File: src/rtl/qs_tri_pkg.sv
// Shared definitions for the triangle FIFO producer path: word widths,
// field layout of the geometry/colour words, default budget and FSM states.
package qs_tri_pkg;

  localparam int TRI_WORD_W       = 224;
  localparam int PAIR_W           = 2 * TRI_WORD_W;
  localparam int DEFAULT_MAX_TRIS = 1024;

  typedef logic [TRI_WORD_W-1:0] tri_word_t;

  // Geometry word: {1'b0, X1, X2, Xmid, Mlong, Mtop, Mbottom, Ycurr, Ymid, Yend, Z1, MZ, NZ}
  localparam int G_X_W     = 16;
  localparam int G_M_W     = 24;
  localparam int G_Y_W     = 16;
  localparam int G_Z1_W    = 23;
  localparam int G_MZ_W    = 16;
  localparam int G_NZ_W    = 16;
  localparam int G_NZ_LSB      = 0;
  localparam int G_MZ_LSB      = G_NZ_LSB + G_NZ_W;
  localparam int G_Z1_LSB      = G_MZ_LSB + G_MZ_W;
  localparam int G_YEND_LSB    = G_Z1_LSB + G_Z1_W;
  localparam int G_YMID_LSB    = G_YEND_LSB + G_Y_W;
  localparam int G_YCURR_LSB   = G_YMID_LSB + G_Y_W;
  localparam int G_MBOTTOM_LSB = G_YCURR_LSB + G_Y_W;
  localparam int G_MTOP_LSB    = G_MBOTTOM_LSB + G_M_W;
  localparam int G_MLONG_LSB   = G_MTOP_LSB + G_M_W;
  localparam int G_XMID_LSB    = G_MLONG_LSB + G_M_W;
  localparam int G_X2_LSB      = G_XMID_LSB + G_X_W;
  localparam int G_X1_LSB      = G_X2_LSB + G_X_W;
  localparam int G_PAD_LSB     = G_X1_LSB + G_X_W;

  // Colour word: {32'h0, R1, MR, NR, G1, MG, NG, B1, MB, NB}
  localparam int C_BASE_W  = 16;
  localparam int C_SLOPE_W = 24;
  localparam int C_NB_LSB  = 0;
  localparam int C_MB_LSB  = C_NB_LSB + C_SLOPE_W;
  localparam int C_B1_LSB  = C_MB_LSB + C_SLOPE_W;
  localparam int C_NG_LSB  = C_B1_LSB + C_BASE_W;
  localparam int C_MG_LSB  = C_NG_LSB + C_SLOPE_W;
  localparam int C_G1_LSB  = C_MG_LSB + C_SLOPE_W;
  localparam int C_NR_LSB  = C_G1_LSB + C_BASE_W;
  localparam int C_MR_LSB  = C_NR_LSB + C_SLOPE_W;
  localparam int C_R1_LSB  = C_MR_LSB + C_SLOPE_W;
  localparam int C_PAD_LSB = C_R1_LSB + C_BASE_W;

  typedef enum logic [1:0] {
    IDLE   = 2'd0,
    PUSH_G = 2'd1,
    PUSH_C = 2'd2
  } wr_state_e;

endpackage

File: src/rtl/tri_pair_hold.sv
// Holding register for one geometry/colour pair plus the output word select.
import qs_tri_pkg::*;

module tri_pair_hold (
  input  logic      clk100,
  input  logic      rst,
  input  logic      load,
  input  logic      selColor,
  input  tri_word_t geomIn,
  input  tri_word_t colorIn,
  output tri_word_t wordOut
);

  logic [PAIR_W-1:0] holdReg;

  always_ff @(posedge clk100 or posedge rst) begin
    if (rst) begin
      holdReg <= '0;
    end else if (load) begin
      holdReg <= {geomIn, colorIn};
    end
  end

  assign wordOut = selColor ? holdReg[TRI_WORD_W-1:0] : holdReg[PAIR_W-1:TRI_WORD_W];

endmodule

File: src/rtl/triangle_fifo_writer.sv
// Producer port of the triangle FIFO: pushes each triangle as an unsplittable
// geometry/colour word pair and enforces a per-frame triangle budget.
import qs_tri_pkg::*;

module triangle_fifo_writer #(
  parameter int MAX_TRIS = DEFAULT_MAX_TRIS,
  parameter int CNT_W    = 11
) (
  input  logic                  clk100,
  input  logic                  rst,
  input  logic                  nextFrame,
  input  logic                  setup_valid,
  output logic                  setup_ready,
  input  logic [TRI_WORD_W-1:0] setup_geom,
  input  logic [TRI_WORD_W-1:0] setup_color,
  output logic [TRI_WORD_W-1:0] CalcLine_TriangleFIFO_WriteData,
  output logic                  CalcLine_TriangleFIFO_push,
  input  logic                  CalcLine_TriangleFIFO_full,
  output logic [CNT_W-1:0]      frame_tri_count,
  output logic                  frame_overflow
);

  wr_state_e        state;
  logic             accept;
  logic             underBudget;
  logic [CNT_W-1:0] cntBase;

  always_comb begin
    setup_ready = (state == IDLE) || ((state == PUSH_C) && !CalcLine_TriangleFIFO_full);
    CalcLine_TriangleFIFO_push = ((state == PUSH_G) || (state == PUSH_C)) &&
                                 !CalcLine_TriangleFIFO_full;
    accept = setup_valid && setup_ready;
    // A frame boundary in the same cycle as an accept clears first, so the
    // budget check sees the fresh frame.
    cntBase     = nextFrame ? '0 : frame_tri_count;
    underBudget = cntBase < CNT_W'(MAX_TRIS);
  end

  always_ff @(posedge clk100 or posedge rst) begin
    if (rst) begin
      state           <= IDLE;
      frame_tri_count <= '0;
      frame_overflow  <= 1'b0;
    end else begin
      if (nextFrame) begin
        frame_tri_count <= '0;
        frame_overflow  <= 1'b0;
      end
      if (accept && underBudget) begin
        frame_tri_count <= cntBase + CNT_W'(1);
      end
      if (accept && !underBudget) begin
        frame_overflow <= 1'b1;
      end

      case (state)
        IDLE: begin
          if (accept && underBudget) state <= PUSH_G;
        end
        PUSH_G: begin
          if (!CalcLine_TriangleFIFO_full) state <= PUSH_C;
        end
        PUSH_C: begin
          if (!CalcLine_TriangleFIFO_full) state <= (accept && underBudget) ? PUSH_G : IDLE;
        end
        default: state <= IDLE;
      endcase
    end
  end

  // In IDLE the colour half is selected so the FIFO port shows the last colour word.
  tri_pair_hold uHold (
    .clk100   (clk100),
    .rst      (rst),
    .load     (accept),
    .selColor (state != PUSH_G),
    .geomIn   (setup_geom),
    .colorIn  (setup_color),
    .wordOut  (CalcLine_TriangleFIFO_WriteData)
  );

endmodule

File: config.mk
export PLATFORM = sky130hd
export DESIGN_NAME = triangle_fifo_writer
export DESIGN_NICKNAME = d
export VERILOG_FILES = /design/src/rtl/qs_tri_pkg.sv /design/src/rtl/tri_pair_hold.sv /design/src/rtl/triangle_fifo_writer.sv
export SDC_FILE = /design/constraint.sdc
export NUM_CORES = 1
export LEC_CHECK = 0
export ABC_AREA = 1
export CORE_AREA = 10 10 261 263
export CTS_CLUSTER_DIAMETER = 150
export DETAILED_ROUTE_END_ITERATION = 10
export DIE_AREA = 0 0 271 273
export GPL_ROUTABILITY_DRIVEN = 0
export PLACE_DENSITY = 0.56
export SYNTH_ARGS = -nofsm -noshare
export SYNTH_HDL_FRONTEND = slang
export SYNTH_SLANG_ARGS = --single-unit
File: constraint.sdc
create_clock -name clk100 -period 22.9 [get_ports clk100]
set_input_delay 4.58 -clock clk100 [delete_from_list [all_inputs] [get_ports clk100]]
set_output_delay 4.58 -clock clk100 [all_outputs]
set_load 0.02 [all_outputs]
Word-level counts from Yosys, hierarchy flattened --
Cells that the tools add are included.
Cells by class: eq/ne operators 6, mux-type cells 10, order comparisons 1, add/sub/neg operators 1, reduce and logical (&&, ||, !) cells 12
Operators with widths (number):
- 224-bit two-way mux | 1
- 11-bit two-way mux | 2
- 11-bit by 1-bit adder with 11-bit output, second input constant | 1
- 11-bit less-than comparator, second input constant | 1
- 2-bit two-way mux | 3
- 2-bit case mux with 3 select lines | 1
- 1-bit logical AND | 5
- 2-bit by 1-bit inequality test with 1-bit output, second input constant | 2
- 2-bit inequality test, second input constant | 2
- 1-bit two-way mux | 3
- 3-bit AND reduction | 1
- 2-bit by 1-bit == test with 1-bit output, second input constant | 1
- 2-bit == test, second input constant | 1
- 1-bit zero test | 2
- 2-bit zero test | 1
- 1-bit logical OR | 2
- 2-bit nonzero test | 1
Word-level totals: input port bits 453, word-level logic and storage cells 34, register bits 462, output and inout port bits 238

Logic depth before layout (Yosys ltp) --
depth in word-level cells 8, gate-level depth with buffers 10, mapped depth without buffers 10

Hierarchy --
From an unflattened synthesis, not the netlist that was laid out.
Second synthesis, totals: cells, all modules 2737, area, all modules 20898.8 µm²
By module, submodules not included:
- tri_pair_hold | times used 1, cells each 2615, area an instance 19969.2 µm²
- triangle_fifo_writer | times used 1, cells each 122, area an instance 929.6 µm²

Least setup slack after synthesis --
OpenSTA, ideal clock, no wires.
kind input to output, start in CalcLine_TriangleFIFO_full, end out CalcLine_TriangleFIFO_push, arrival time 4.873 ns, cell stages on the path 1, path slack 13.447 ns, path through nor2_1
On the way: cells in the longest elaborated chain, start to end 2
Ends and longest elaborated chain:
- start: declaration | RTL line triangle_fifo_writer.sv:18 | input logic CalcLine_TriangleFIFO_full,
- 1-bit zero test
- 1-bit logical AND | RTL line triangle_fifo_writer.sv:30 | CalcLine_TriangleFIFO_push = ((state == PUSH_G) || (state == PUSH_C)) &&
- end: declaration | RTL line triangle_fifo_writer.sv:17 | output logic CalcLine_TriangleFIFO_push,
No other way between the ends.

Worst setup path after layout --
start in CalcLine_TriangleFIFO_full, end out setup_ready
On the way: cells in the longest elaborated chain, start to end 3
Ends and longest elaborated chain:
- 1-bit zero test
- 1-bit logical AND | RTL line triangle_fifo_writer.sv:29 | setup_ready = (state == IDLE) || ((state == PUSH_C) && !CalcLine_TriangleFIFO_full);
- 1-bit logical OR | RTL line triangle_fifo_writer.sv:29
- end: declaration | RTL line triangle_fifo_writer.sv:13 | output logic setup_ready,
No other way between the ends.

==> impl_metrics.py <==
metrics = {
    "floorplanning": {
        "core_area_mm2": 0.0627,
        "die_height_um": 273,
        "core.rowCount": 92,
        "die_ar_mm2": 0.0740,
        "floorplan.initialDensity_pct": 32.0,
        "ios": 691,
        "die_width_um": 271,
    },
    "logic_synthesis": {
        "ys_top_cells_by_area": "dfrtp_1, mux2_1, o21ai_0, a21oi_1, nand2_1",
        "synth_area_mm2": 0.0201,
        "ys_seq_elements": 462,
        "syn-mean-instance-area_um2": 9.89,
        "synth_fa_ha_area_share_pct": 0.374,
        "synth-xor-area-share_pct": 0.218,
        "synthesis.instances": 2030,
        "synth_simple_gate_area_share_pct": 9.77,
        "yosys_warnings": 0,
        "synth_edf_count": 0,
        "dominant_combinational_cell_family_by_area_after_synthesis": "multiplexers",
        "yosys.cell_count.top_type": "dfrtp_1",
        "synth.lib_cells_used.distinct": 24,
        "complex_gate_fraction_of_the_synthesized_area_pct": 11.4,
        "synth_ff_type": "dfrtp_1",
        "synth_sequential_area_ratio_pct": 57.6,
        "yosys.area.top_type_share_pct": 57.6,
        "post_synth_top_cells": "dfrtp_1, nand2_1, inv_1, nor2_1, o21ai_0",
        "netlist.top_cell.by_area": "dfrtp_1",
        "syn-num-nets": 2489,
        "share_of_flip_flops_with_an_asynchronous_set_or_reset_pct": 100,
        "post_synth_mux_area_share_pct": 12.6,
    },
    "global_routing": {
        "top_usage_layer_grt": "met2",
        "grt_start_max_net_pins": 220,
        "first_pass_grt_wire_length_um": 103000,
        "global_route.usage.total_pct": 18.0,
        "grt.met2_usage_pct": 31.9,
        "globalRoute.totalOverflow": 0,
        "vias_in_the_first_global_route": 16700,
        "use_met3_pct": 6.91,
        "grt_util_met1_pct": 19.5,
        "antenna_violations_before_repair": 27,
    },
    "hold_path": {
        "timing.hold.worst.start": "uHold.holdReg[360]",
        "timing.hold.worst.class": "reg -> reg",
        "whs_path_depth": 1,
    },
    "timing": {
        "max_slew.worst_pin.slew_ns": 1.10,
        "finalSetupViolations": 0,
        "timing.final.max_slew_violations": 0,
        "rsz_0062_raised_after_global_routing": "no",
        "timing.slew.headroom_pct": 26.5,
        "fin_crit_ns": 10.63,
        "totalNegativeSetupSlack_ns": 0,
        "postLayoutSetupSlackWorst_ns": 12.27,
        "maxClockFrequency_mhz": 94.1,
        "worst_clock_skew_ns": 0.0119,
        "hold_violations": 0,
        "finalCritPeriodShare_pct": 46.4,
    },
    "place": {
        "placement.cell_area_mm2": 0.0275,
        "port_buffers": 690,
        "post-dp-hpwl_um": 51700,
        "pre_cts_slack_ns": 12.27,
    },
    "setup_path": {
        "cp_data_required_time_ns": 18.32,
        "timing.setup.critical_path_class": "in -> out",
        "worst-endpoint-arrival_ns": 6.05,
        "cp-end-kind": "primary output",
        "reg2reg_from": "state[0]",
        "cp_startpoint_kind": "input pin",
        "r2r_cells": 7,
        "worstSetupStartpoint": "CalcLine_TriangleFIFO_full",
        "worstPathMaxFanout": 3,
    },
    "status": {
        "run_status": "finished clean",
    },
    "pwr": {
        "vdd.ir_drop.worst_v": 0.000139,
        "pwr_density_cell_mw_per_mm2": 146,
        "report.power.total_w": 0.00428,
        "leakage_nw": 12.9,
    },
    "finish": {
        "fin_area_mm2": 0.0293,
        "finish.utilization_pct": 46.7,
        "filler_cell_count": 6005,
        "synthToLayoutAreaGrowth_pct": 46.0,
        "proportion_of_layout_cells_with_a_drive_suffix_above_1_pct": 4.58,
        "layout.nets": 3122,
    },
    "clocking": {
        "post_cts.resized_instances": 0,
        "clockBufferDepth": 3,
        "cts.reportedPaths.clkPinSlew_ns": 0.06,
        "cts_hold_buffers": 0,
        "cts_post_setup_buffers_inserted": 0,
        "number_of_clock_sinks": 462,
        "numCtsBuffers": 55,
        "htreeDepth": 2,
        "clock_insertion_delay_worst_skew_ns": 0.59,
        "clk_root_buffer_cell": "clkbuf_16",
        "cts_tree": "built",
    },
    "routing": {
        "dr.pass1.iters": 6,
        "drt_initial_violations": 1019,
        "wl_um": 69400,
        "ant_nets": 0,
        "number_of_drc_violations_after_detailed_routing": 0,
        "vias": 16200,
        "wl_per_cell_um": 19.5,
        "detail_route.vias_per_cell": 4.55,
    },
    "run": {
        "timing.max_cap.violations": 0,
    },
}
area by class of cell:
cell class | instances | area (um2) | share of cell area, %
flip-flops and latches | 462 | 11600 | 39.4
repair buffers | 701 | 7030 | 24.0
multi-input cells | 1201 | 6910 | 23.6
clock buffers | 91 | 1740 | 5.95
well taps | 846 | 1060 | 3.61
inverters | 242 | 916 | 3.12
clock inverters | 8 | 51.3 | 0.175
diodes | 15 | 37.5 | 0.128
path summary, 6_finish.rpt:
path	slack [ns]	endpoint
min in group asynchronous	4.52	uHold.holdReg[232]
setup reg to reg	18.75	uHold.holdReg[343]
hold reg to reg	0.49	uHold.holdReg[360]
max in group asynchronous	16.15	uHold.holdReg[316]
setup / recovery	12.27	setup_ready
hold / removal	0.49	uHold.holdReg[360]
power breakdown:
| group | internal, W | total, W | switching, W | leakage (nW) |
|---|---|---|---|---|
| logic | 0.000889 | 0.00206 | 0.00117 | 6.77 |
| clock network | 0.000515 | 0.000857 | 0.000342 | 0.889 |
| registers | 0.00121 | 0.00137 | 0.000158 | 5.26 |
placed cells by master (no fill, tap or decap), types with 19 or more instances in the layout:
master	synthesis	layout
clkbuf_8	0	19
inv_1	242	241
a21oi_1	224	224
clkbuf_16	0	57
clkdlybuf4s50_1	0	690
nand2_1	262	262
nor2_1	236	236
o21ai_0	226	226
mux2_1	200	200
mux2_2	24	24
dfrtp_1	462	462
flip-flops by register name, indices dropped and copies added (netlist names):
| name | flops |
|---|---|
| uHold.holdReg | 448 |
| frame_tri_count | 11 |
| state | 2 |
| frame_overflow | 1 |
metal layers:
layer | part of all wire, % | wire, um
met4 | 2.5 | 1740
met1 | 37 | 25800
met3 | 8.3 | 5760
met5 | 0.25 | 175
met2 | 52 | 35900
cells by family after synthesis:
logic type      count (synthesis)
compound gates                453
xor+xnor                        5
fa+ha+maj                       6
buf+inv                       367
flops                         462
mux                           224
simple gates                  513
worst max-delay path: stages:
cell             delay, ns
clkdlybuf4s50_1       0.52
o21bai_4              0.28
clkdlybuf4s50_1       0.66
per-stage QoR:
step | hold slack, ns | cells
2_1_floorplan | 0.464 | 2030
3_3_place_gp | 0.473 | 3452
3_5_place_dp | 0.477 | 3452
4_1_cts | 0.493 | 3551
5_1_grt | 0.505 | 3563
6_report | 0.488 | 3566
Power figures use the tool's default switching activity.
==> patch 1: new RTL, same settings <==
Encoding of `wr_state_e`: now one-hot (3 bits for 3 states).
--- a/src/rtl/qs_tri_pkg.sv
+++ b/src/rtl/qs_tri_pkg.sv
@@ -44,8 +44,8 @@
   localparam int C_PAD_LSB = C_R1_LSB + C_BASE_W;
 
-  typedef enum logic [1:0] {
-    IDLE   = 2'd0,
-    PUSH_G = 2'd1,
-    PUSH_C = 2'd2
+  typedef enum logic [2:0] {
+    IDLE   = 3'b001,
+    PUSH_G = 3'b010,
+    PUSH_C = 3'b100
   } wr_state_e;
 
Behaviour: same outputs for any inputs over 4 cycles, from zero or initial values and one cycle with rst high; so few cycles prove little.
==> patch 1 against the original RTL <==
Die area unchanged; area after synthesis increased by 3.3%; routed wire length increased by 16%; fmax decreased by 4.1%; total power increased by 2.9%; core utilization increased by 0.64 points; non-clock buffer count increased by 3; cell area increased by 1.4%; worst setup slack got worse by 0.45 ns; sequential cell count increased by 1; register-to-register slack got worse by 0.82 ns; combinational power increased by 7%; critical path type unchanged.
==> patch 1: results (changes against the original RTL) <==
stage;metric;value;unit;change
outcome;status;complete, no violations;;unchanged
power;comb_power_share;0.498;;was 0.481
worst_hold_path;hold_depth;2;;was 1
synthesis;synth_cell_type_count;27;;was 24
placement;placed_cells;3956;;was 3452
power;p_leak;14.61;nW;was 12.93 nW
drt;drt_iter0_drc;1524;;was 1019
finish;seq_share;0.3901;;was 0.3945
synthesis;synth.area.top_cells;dfrtp_1 56%, nand2_1 16%, nand3_1 6.5%;;was dfrtp_1 58%, mux2_1 11%, o21ai_0 5.6%
grt;grt_usage;0.2089;;was 0.1804
finish;multi_input_area_share;0.2502;;was 0.2359
drt;vias;19260;;was 16.22k
finish;inv_count;208;;was 242
finish;clockNetworkAreaShare;0.05892;;was 0.06126
critical_path;r2r-end;uHold.holdReg[281];;was uHold.holdReg[343]
finish;clkbuf_count;76;;was 91
synthesis;synth_compound_area_frac;0.09345;;was 0.1140
grt;antenna_found_initial;25;;was 27
finish;layout.cells.non_filler;4068;;was 3566
power;sw_frac_of_total;0.4233;;was 0.3899
sta;hold_ws;0.4677;ns;was 0.4878 ns
sta;relSlewSlack;0.2579;;was 0.2646
synthesis;synth_seq_area_share;0.5587;;was 0.5760
critical_path;reg2reg_slack;17.93;ns;was 18.75 ns
worst_hold_path;min_from;uHold.holdReg[147];;was uHold.holdReg[360]
grt;grt_pass1_wl;120400;microns;was 103300 microns
finish;multi_input_cells;1735;;was 1201
drt;wire_per_inst;19.70;microns;was 19.45 microns
[patch 1: how the worst max path moves through the flow]
| stage | to | slack (ns) | startpoint | depth (start not counted) |
|---|---|---|---|---|
| 2_1_floorplan | frame_overflow | 5.41 | rst | 1 |
| 3_3_place_gp | setup_ready | 11.80 | CalcLine_TriangleFIFO_full | 5 |
| 3_5_place_dp | setup_ready | 11.83 | CalcLine_TriangleFIFO_full | 5 |
| 4_1_cts | setup_ready | 11.83 | CalcLine_TriangleFIFO_full | 5 |
| 5_1_grt | setup_ready | 11.77 | CalcLine_TriangleFIFO_full | 5 |
| 6_report | setup_ready | 11.82 | CalcLine_TriangleFIFO_full | 5 |
[patch 1: cell families (layout without fill, tap and decap cells)]
logic type | after synthesis | after routing
fa+ha+maj | 1 | 1
simple gates | 1347 | 1347
xor+xnor | 1 | 1
compound gates | 386 | 386
flops | 463 | 463
buf+inv | 387 | 1009
other cells | 0 | 15
[patch 1: worst reg2reg max path, delay by kind of cell (launching register included)]
family | cells | cell delay, ns
buffers and inverters | 3 | 2.77
DFF | 1 | 0.57
AOI/OAI and AO/OA | 1 | 0.17
and+or+nand+nor | 5 | 1.39
[patch 1: routing by layer]
metal / part of all wire / global-route usage / vias up
met5: 0.0016 / 0 / -
met4: 0.025 / 0.06880 / 20
met3: 0.075 / 0.06288 / 129
met2: 0.51 / 0.3606 / 542
met1: 0.39 / 0.2447 / 9250
li1: - / - / 9314
[patch 1: through the flow]
step	setup slack (ns)	power [mW]
2_1_floorplan	5.411	2.670
3_3_place_gp	11.80	3.555
3_5_place_dp	11.83	3.597
4_1_cts	11.83	4.477
5_1_grt	11.77	4.736
6_report	11.82	4.411
==> patch 2: new RTL, same settings <==
Made on the original files. The parameter `CNT_W` goes from 11 to 22.
--- a/src/rtl/triangle_fifo_writer.sv
+++ b/src/rtl/triangle_fifo_writer.sv
@@ -5,5 +5,5 @@
 module triangle_fifo_writer #(
   parameter int MAX_TRIS = DEFAULT_MAX_TRIS,
-  parameter int CNT_W    = 11
+  parameter int CNT_W    = 22
 ) (
   input  logic                  clk100,
Ports: changed (resized frame_tri_count); port bits go from 691 to 702. The function was not compared with the original's and may differ.
==> patch 2 against the original RTL <==
Global-route usage grew 3.3 points; critical path type unchanged; sequential cell count up 11; largest cell class unchanged; cell area up 2.7%; highest routed layer unchanged; non-clock buffer count rose by 16; worst setup slack better by 0.16 ns; routed wire length up 18%; area after synthesis rose by 3.3%; cell count increased by 19%; die area stayed put; total power increased by 2.4%.
==> patch 2: results (changes against the original RTL) <==
stage;metric;value;unit;change
drt;dr_wl_met2;41080;microns;was 35900 microns
finish;top_regs;uHold.holdReg x448, frame_tri_count x22, state x2;;was uHold.holdReg x448, frame_tri_count x11, state x2
synthesis;synth_mux_area_frac;0;;was 0.1257
synthesis;synth_compound_area_frac;0.01563;;was 0.1140
synthesis;synth.area.top_cells;dfrtp_1 57%, nand2_1 35%, buf_2 2.1%;;was dfrtp_1 58%, mux2_1 11%, o21ai_0 5.6%
drt;drt_iter0_drc;1533;;was 1019
critical_path;reg2reg_slack;17.98;ns;was 18.75 ns
critical_path;crit_arrival;5.89;ns;was 6.05 ns
critical_path;r2r-end;uHold.holdReg[283];;was uHold.holdReg[343]
grt;grt_pass1_wl;122700;microns;was 103300 microns
drt;vias_per_cell;4.567;;was 4.550
critical_path;reg2reg_depth;10;;was 7
synthesis;synth_cell_type_count;28;;was 24
synthesis;synthTopCellsByCount;1950 x nand2_1, 473 x dfrtp_1, 86 x buf_2;;was 462 x dfrtp_1, 262 x nand2_1, 242 x inv_1
sta;relSlewSlack;0.2531;;was 0.2646
outcome;status;complete, no violations;;unchanged
clocking;cts_buffers;54;;was 55
placement;placed_area;0.02827;sq mm;was 0.02748 sq mm
finish;nNetsFinal;3811;;was 3122
power;peakVddDrop;0.07963;mV;was 0.1389 mV
drt;wl_met1;32320;microns;was 25790 microns
drt;routed_wl;81740;microns;was 69370 microns
finish;layout-drive-gt1-share;0.03833;;was 0.04584
drt;first_pass_iters;5;;was 6
grt;met1_usage;0.2543;;was 0.1947
worst_hold_path;min_from;uHold.holdReg[133];;was uHold.holdReg[360]
grt;grt_start_max_net_pins;214;;was 220
grt;grt_usage;0.2132;;was 0.1804
synthesis;synth-adder-area-share;0.003016;;was 0.003740
worst_hold_path;whs_endpoint;uHold.holdReg[133];;was uHold.holdReg[360]
grt;antenna_found_initial;24;;was 27
grt;grt_pass1_vias;19450;;was 16.66k
drt;met3_wirelength;6191;microns;was 5762 microns
worst_hold_path;hold_depth;2;;was 1
power;p_leak;15.51;nW;was 12.93 nW
grt;met3_usage;0.06367;;was 0.06908
grt;grt_use_met2;0.3658;;was 0.3192
placement;port_buffers;701;;was 690
sta;skew;0.01340;ns;was 0.01193 ns
power;p_switching;1.821;mW;was 1.671 mW
patch 2: changes by cell type after synthesis, moves of 24 or more:
cell and change:
nand2_1 +1688, nor2_1 -229, a21oi_1 -224, mux2_1 -200
inv_1 -192, o21ai_0 -175, buf_2 +33, mux2_2 -24
patch 2: final cells by class:
type                            count  area (sq um)
Antenna cell                       12         30.03
Clock buffer                       85          1722
Clock inverter                     10         75.07
Fill cell                        6187         32640
Inverter                           52         215.2
Multi-Input combinational cell   2055          8009
Sequential cell                   473         11840
Tap cell                          846          1059
Timing Repair Buffer              717          7149
patch 2: critical path, delay by kind of cell:
family / cells / cell delay (ns)
AOI/OAI and AO/OA: 1 / 0.21
buffers and inverters: 2 / 1.10
patch 2: power by group through the flow:
stage | Combinational [mW] | Sequential, mW | Clock [mW]
global placement | 2.10 | 1.41 | 0
finish | 2.09 | 1.42 | 0.875
CTS | 2.13 | 1.42 | 0.897
detailed placement | 2.12 | 1.43 | 0
floorplan | 1.17 | 1.38 | 0
global route | 2.30 | 1.47 | 0.934
patch 2: metrics by stage:
step,hold WS [ns],instances,setup slack (ns)
6_report,0.4773,4250,12.43
5_1_grt,0.4940,4246,12.38
4_1_cts,0.4809,4238,12.43
3_5_place_dp,0.4643,4143,12.43
3_3_place_gp,0.4611,4143,12.41
2_1_floorplan,0.4487,2731,5.126
patch 2: cells by family after synthesis:
| group | after synthesis |
|---|---|
| buffers and inverters | 203 |
| adder cells (fa/ha/maj) | 5 |
| AO/OA/AOI/OAI | 60 |
| flip-flops | 473 |
| AND/OR/NAND/NOR | 1981 |
| XOR/XNOR | 9 |
